===== config.mk =====
export PLATFORM = sky130hd
export DESIGN_NAME = pe_operand_regfile
export DESIGN_NICKNAME = d
export VERILOG_FILES = /design/src/rtl/pe_pkg.sv /design/src/rtl/regfile_array.sv /design/src/rtl/pe_operand_regfile.sv
export SDC_FILE = /design/constraint.sdc
export NUM_CORES = 2
export LEC_CHECK = 0
export ABC_AREA = 1
export CAP_MARGIN = 20
export CORE_UTILIZATION = 50
export DETAILED_ROUTE_END_ITERATION = 10
export PLACE_DENSITY = 0.67
export SLEW_MARGIN = 25
export SYNTH_ARGS = -nofsm -noshare
export SYNTH_HDL_FRONTEND = slang
export SYNTH_HIERARCHICAL = 1
export SYNTH_SLANG_ARGS = --single-unit

===== constraint.sdc =====
create_clock -name clk -period 3.3 [get_ports clk]
set_clock_uncertainty 0.05 [all_clocks]
set_input_delay 0.66 -clock clk [delete_from_list [all_inputs] [get_ports clk]]
set_output_delay 0.66 -clock clk [all_outputs]
set_load 0.05 [all_outputs]

===== src/rtl/pe_pkg.sv =====
// Shared definitions for the PE operand register file: default widths,
// read-sequencer state encoding and the hardwired-zero register address.
package pe_pkg;

    localparam int PE_XLEN  = 32;
    localparam int PE_AW    = 5;
    localparam int PE_NREGS = 32;

    typedef enum logic [1:0] {
        IDLE = 2'd0,
        RD_A = 2'd1,
        RD_B = 2'd2
    } state_t;

    localparam logic [PE_AW-1:0] REG_ZERO = '0;

endpackage : pe_pkg


===== src/rtl/regfile_array.sv =====
// Register storage with one combinational read port and one write port.
// Build option PE_REGFILE_FWD_EN selects write-first reads; default is read-first.
module regfile_array
    import pe_pkg::*;
#(
    parameter int XLEN  = PE_XLEN,
    parameter int NREGS = PE_NREGS,
    parameter int AW    = PE_AW
) (
    input  logic            clk,
    input  logic            rst_n,
    input  logic [AW-1:0]   raddr_i,
    output logic [XLEN-1:0] rdata_o,
    input  logic            we_i,
    input  logic [AW-1:0]   waddr_i,
    input  logic [XLEN-1:0] wdata_i
);

    logic [XLEN-1:0] regs_q [NREGS];
    logic            wr_valid;
    logic            rd_valid;

    // x0 and out-of-range addresses never hold state
    assign wr_valid = we_i && (waddr_i != AW'(REG_ZERO)) && (32'(waddr_i) < NREGS);
    assign rd_valid = (raddr_i != AW'(REG_ZERO)) && (32'(raddr_i) < NREGS);

    // NOTE: the array is cleared by reset because architectural state must read 0 after
    // reset; this keeps it in flops rather than a RAM macro, which is fine at this size.
    always_ff @(posedge clk or negedge rst_n) begin
        if (!rst_n) begin
            for (int i = 0; i < NREGS; i++) regs_q[i] <= '0;
        end else if (wr_valid) begin
            regs_q[waddr_i] <= wdata_i;
        end
    end

    // NOTE: every always_comb output gets a default first so no path infers a latch.
    always_comb begin
        rdata_o = '0;
        if (rd_valid) rdata_o = regs_q[raddr_i];
`ifdef PE_REGFILE_FWD_EN
        if (wr_valid && (waddr_i == raddr_i)) rdata_o = wdata_i;
`endif
    end

endmodule : regfile_array


===== src/rtl/pe_operand_regfile.sv =====
// Operand server for the PE: fetches rs1 then rs2 over two cycles through a
// single read port and presents both with a one-cycle data_ready pulse.
// Build option PE_REGFILE_FWD_EN (in regfile_array) enables write-first forwarding.
module pe_operand_regfile
    import pe_pkg::*;
#(
    parameter int XLEN  = PE_XLEN,
    parameter int NREGS = PE_NREGS,
    parameter int AW    = PE_AW
) (
    input  logic            clk,
    input  logic            reset,
    input  logic            reg_select,
    input  logic [AW-1:0]   rs1_addr,
    input  logic [AW-1:0]   rs2_addr,
    input  logic [AW-1:0]   rd_addr,
    input  logic            rd_write,
    input  logic [XLEN-1:0] rd_data,
    output logic [XLEN-1:0] a_data,
    output logic [XLEN-1:0] b_data,
    output logic            data_ready,
    output logic            busy
);

    state_t          state_q, state_d;
    logic [AW-1:0]   rs1_q, rs2_q;
    logic [XLEN-1:0] a_q, b_q;
    logic            ready_q;
    logic [AW-1:0]   raddr;
    logic [XLEN-1:0] rdata;
    logic            accept;

    regfile_array #(
        .XLEN  (XLEN),
        .NREGS (NREGS),
        .AW    (AW)
    ) u_array (
        .clk     (clk),
        .rst_n   (reset),
        .raddr_i (raddr),
        .rdata_o (rdata),
        .we_i    (rd_write),
        .waddr_i (rd_addr),
        .wdata_i (rd_data)
    );

    assign accept = (state_q == IDLE) && reg_select;
    assign raddr  = (state_q == RD_B) ? rs2_q : rs1_q;

    always_comb begin
        state_d = state_q;
        unique case (state_q)
            IDLE:    if (reg_select) state_d = RD_A;
            RD_A:    state_d = RD_B;
            RD_B:    state_d = IDLE;
            default: state_d = IDLE;
        endcase
    end

    // NOTE: all state is updated with non-blocking assignments so every register
    // samples the pre-edge values regardless of statement order.
    always_ff @(posedge clk or negedge reset) begin
        if (!reset) begin
            state_q <= IDLE;
            rs1_q   <= '0;
            rs2_q   <= '0;
            a_q     <= '0;
            b_q     <= '0;
            ready_q <= 1'b0;
        end else begin
            state_q <= state_d;
            ready_q <= (state_q == RD_B);
            if (accept) begin
                rs1_q <= rs1_addr;
                rs2_q <= rs2_addr;
            end
            if (state_q == RD_A) a_q <= rdata;
            if (state_q == RD_B) b_q <= rdata;
        end
    end

    assign a_data     = a_q;
    assign b_data     = b_q;
    assign data_ready = ready_q;
    assign busy       = (state_q != IDLE);

endmodule : pe_operand_regfile


After elaboration in Yosys (flattened, before gate mapping) --
Cells that the tools add are included.
Cells by class: magnitude comparators 3, equal/unequal tests 3, multiplexer cells 10, bitwise logic cells 2, reductions and logical operators 7
Operator list (number):
- 1024-bit bitwise mux | 1
- 32-bit binary-select mux with 5-bit select | 1
- 32-bit demux with 5-bit select | 1
- 32-bit 2-to-1 mux | 4
- 6-bit greater-or-equal comparator, second input constant | 2
- 5-bit inverter with 6-bit output | 2
- 5-bit nonzero test | 2
- 6-bit by 1-bit less-than comparator with 1-bit output, second input constant | 1
- 5-bit 2-to-1 mux | 1
- 2-bit one-hot mux with 2 select lines | 1
- 1-bit logical AND | 3
- 2-bit by 1-bit equality test with 1-bit output, second input constant | 1
- 2-bit equality test, second input constant | 1
- 2-bit logical NOT | 1
- 2-bit 2-to-1 mux | 1
- 2-bit != test, second input constant | 1
- 2-bit nonzero test | 1
Word-level totals: register bits after elaboration 1101, bits of input ports 51, output and inout bits 66

Longest topological paths before layout --
depth after elaboration 7, gate-level depth with buffers 21, depth with buffers taken out 16

Cells and area by module --
Netlist, hierarchy kept.
By module, submodules not included:
- regfile_array | times used 1, cells each 5888, area each 46708.5 sq um, sequential area each 25624.6 sq um
- pe_operand_regfile | times used 1, cells each 309, area each 2951.6 sq um, sequential area each 1926.8 sq um

Worst setup path before layout --
Ideal clock, no wire load.
path kind register to register, from reg state_q[0], to reg b_q[20] (netlist: b_data[20]), setup time 0.083 ns, arrival time 2.269 ns, required time 3.167 ns, slack 0.898 ns, cell stages (with the launch flop) 21, buffers on the path 5, period minus slack after synthesis 2.402 ns, path through dfrtp_1 -> inv_1 -> nand2_2 -> buf_4 -> inv_2 -> nand2_1 -> nand2_1 -> buf_2 -> buf_2 -> buf_2 -> clkbuf_1 -> nand2_1 -> nand3_1 -> nand3_1 -> nand2_1 -> nand2_1 -> nand3_1 -> nand2_1 -> nor2_1 -> inv_1 -> o21ai_0
On the way: longest elaborated chain between the ends 7
RTL lines:
- start: declaration | line pe_operand_regfile.sv:25 | state_t state_q, state_d;
- start signal: assignment | line pe_operand_regfile.sv:71 | state_q <= state_d;
- 2-bit equality test * | line pe_operand_regfile.sv:48 | assign raddr = (state_q == RD_B) ? rs2_q : rs1_q;
- 5-bit 2-to-1 mux * | line pe_operand_regfile.sv:48
- net raddr[0] | line pe_operand_regfile.sv:29 | logic [AW-1:0] raddr;
- 5-bit inverter with 6-bit output (not written as such) | line regfile_array.sv:40 | if (rd_valid) rdata_o = regs_q[raddr_i];
- 32-bit binary-select mux with 5-bit select | line regfile_array.sv:40
- 32-bit 2-to-1 mux (not written as such) (2 in a row) | line regfile_array.sv:40
- 32-bit 2-to-1 mux * | line regfile_array.sv:40
- net rdata[20] | line pe_operand_regfile.sv:30 | logic [XLEN-1:0] rdata;
- end signal: assignment | line pe_operand_regfile.sv:78 | if (state_q == RD_B) b_q <= rdata;
- end: declaration | line pe_operand_regfile.sv:27 | logic [XLEN-1:0] a_q, b_q;
The timed path passes the listed nets; every way through them passes the cells marked *. The select of a mux whose other input is x is not followed. A chain may end at the register's enable or synchronous reset.

Worst setup path in the final report --
from reg state_q[0], to reg b_q[13] (netlist: b_data[13])
The elaborated chain is that of the path after synthesis.

==> run metrics <==
Slew Viols, Final=0; FFs w/ async S/R, synth=100%; Die Width=317 microns; post-synth top area share=55.5%; CP Cell Sequence=inv_1 -> nand2_2 -> inv_2 -> nand2_1 -> nand2_4 -> buf_16 -> buf_12 -> nor2_1 -> nor2_1 -> o21ai_0 -> o21ai_0 -> nor2_1 -> nor2_1 -> nor2_1 -> nor2_1 -> buf_4 -> inv_1 -> o21ai_0; CP max-delay cell=dfrtp_1; Layout area overhead=13.4%; Setup crit end kind=flop; layout cells sized above 1=6.85%; Core ar.=98400 sq um; Critical Path RT=3.85 ns; critical setup path kind=reg2reg; Setup Total Neg Slack=0 ns; PwrDens=806 nW/um^2; fmax=~330 MHz; Hold Path Cell Cnt=0; Mapped Cells=6197; Synth warnings=6; First-pass DRT Iterations=9; Worst Hold Class=reg2reg; minimum clock period=3.05 ns; critical path's largest stage delay=0.42 ns; vias=41546; die span in y=317 microns; Die ar.=101000 sq um; fillers=slightly below 9000; Routability Congestion=0.808; most frequent cell after synthesis=nand2_1; Switching Share=between 30% and 40%; Clk network pwr share=28.4%; Yosys top cell by area=dfrtp_1; Netlist cell types=26; Reg2Reg Setup Slack=0.25 ns; number of global-route vias before repair=39412; Post-synth EDFFs=0; drt via density=5.59; leakage=26.5 nW; residual DRC count=0; placed cells=7228; HPWL Detailed=82500 microns; post-route ant nets=0; Longest Clk Path Bufs=3; Comb pwr share=31.6%; Internal Power=28.9 mW; most used cell, CP=nor2_1; fin nets=6109; routed wire length=146000 microns; top cells by count, synth=nand2_1, dfrtp_1, nor2_1; H-Tree Level Count=3; Net Switching=16.5 mW; max-cap viol count=0; Synth Area per Inst=8.01 sq um; largest net degree at the start of global routing=96; final hold vios=0; cell depth of the worst setup path=18; reg2reg path depth=18; Ports=around 120; postcts setup bufs=0; crit start category=flop; Setup WS post-layout=0.251 ns; Buf/Inv on CP=6; Mapped Area=slightly below 50000 sq um; Largest delay share family, worst path=buffers and inverters; cts bufs inserted=approximately 110; CTS sink cnt=1101; status=finished clean; first-pass GRT wire length=230000 microns; CTS tree=built; grt total ovfl=0; dominant synthesized flop cell=dfrtp_1; Worst Path Arrival=between 3 and 4 ns; CP max FO=70; clock slew at reported path FFs=0.06 ns; Routed wire per std cell=19.6 microns; syn nets=roughly 6200; # port buffers=116; pre-CTS setup slack=0.180 ns; final setup violation count=0; Area contributors post-synth=dfrtp_1, nand2_1, nand3_1; root buffer cell=clkbuf_16; slew margin rel.=34.3%; fin cells=around 7400; Seq pwr share=40.0%; unrepaired setup endpoints after global routing=false; slew of the pin with the lowest slew margin=0.984 ns; Total GRT Usage=29.4%; Core Rows=115; Synth Register Bits=1101; initial antenna violation count=3; 1st-iter DRT viols=4303; register area share after synthesis=55.5%; Tcrit/Tclk final=92.4%; Clk Latency, worst-skew pair=0.70 ns; Starting Density=between 50% and 60%; maximum vdd drop=0.485 mV
power by group through the flow:
stage / logic [mW] / registers [mW] / clock network [mW]
CTS: 14.3 / 18.1 / 13.1
global placement: 14.0 / 18.3 / 0
finish: 14.3 / 18.2 / 12.9
global route: 16.0 / 18.5 / 13.6
detailed placement: 14.2 / 18.4 / 0
floorplan: 8.29 / 19.2 / 0
final timing paths:
| path | startpoint | endpoint |
|---|---|---|
| max reg2reg | state_q[0] | b_data[13] |
| max in group asynchronous | reset | u_array/regs_q[410] |
| min in group asynchronous | reset | u_array/regs_q[901] |
| min | u_array/regs_q[1007] | u_array/regs_q[1007] |
| min reg2reg | u_array/regs_q[1007] | u_array/regs_q[1007] |
| max | state_q[0] | b_data[13] |
layout make-up:
| cell class | instances | area, sq um | area share (%) |
|---|---|---|---|
| Antenna cell | 1 | 2.50 | 0.00444 |
| Clock buffer | 167 | 3340 | 5.93 |
| Clock inverter | 38 | 388 | 0.689 |
| Inverter | 100 | 403 | 0.715 |
| Multi-Input combinational cell | 4442 | 19400 | 34.5 |
| Sequential cell | 1101 | 27600 | 48.9 |
| Tap cell | 1287 | 1610 | 2.86 |
| Timing Repair Buffer | 299 | 3590 | 6.38 |
kinds of logic after synthesis:
logic type	count (synthesis)	synth area share, %
simple gates	3290	27.3
compound gates	1152	11.6
flops	1101	55.5
buf+inv	654	5.63
layer usage:
metal	GRT usage, %	vias to the layer above	share of wire, %	wire length, microns
met5	0	-	0.0082	12
met2	45.3	1517	45	65100
li1	-	19792	-	-
met1	43.4	20000	45	66200
met3	4.13	235	7.2	10500
met4	8.41	2	2.5	3630
stage by stage:
stage	utilization (%)	hold WS [ns]	area [sq um]	power, mW
6_report	57.2	0.326	56300	45.4
5_1_grt	57.2	0.331	56300	48.1
4_1_cts	57.2	0.329	56300	45.5
3_5_place_dp	53.4	0.316	52600	32.6
3_3_place_gp	53.4	0.315	52600	32.2
2_1_floorplan	-	0.314	49700	27.5
flip-flops by register name (all words and copies together) (netlist names):
signal          count
rs2_q               5
b_data             32
state_q             2
data_ready          1
rs1_q               5
a_data             32
u_array/regs_q   1024
what timing repair did:
item | CTS | global route
resized for setup | 0 | 4
endpoints found under the setup margin | 0 | 6
endpoints found under the hold margin | 28 | 0
hold buffers | 1 | 0
placed cells by master (no fill, tap or decap), drive strengths merged:
| cell type | instances |
|---|---|
| nor2 | 844 |
| nor3 | 5 |
| diode | 1 |
| nor4 | 2 |
| buf | 183 |
| nand3 | 696 |
| clkbuf | 167 |
| nand2 | 1741 |
| dfrtp | 1101 |
| bufinv | 6 |
| clkinvlp | 1 |
| o211ai | 6 |
| a21oi | 636 |
| dlygate4sd3 | 1 |
| inv | 105 |
| clkinv | 26 |
| o21ai | 510 |
| clkdlybuf4s50 | 115 |
| nand4 | 2 |
No activity file was read; power rests on OpenSTA's default activity.
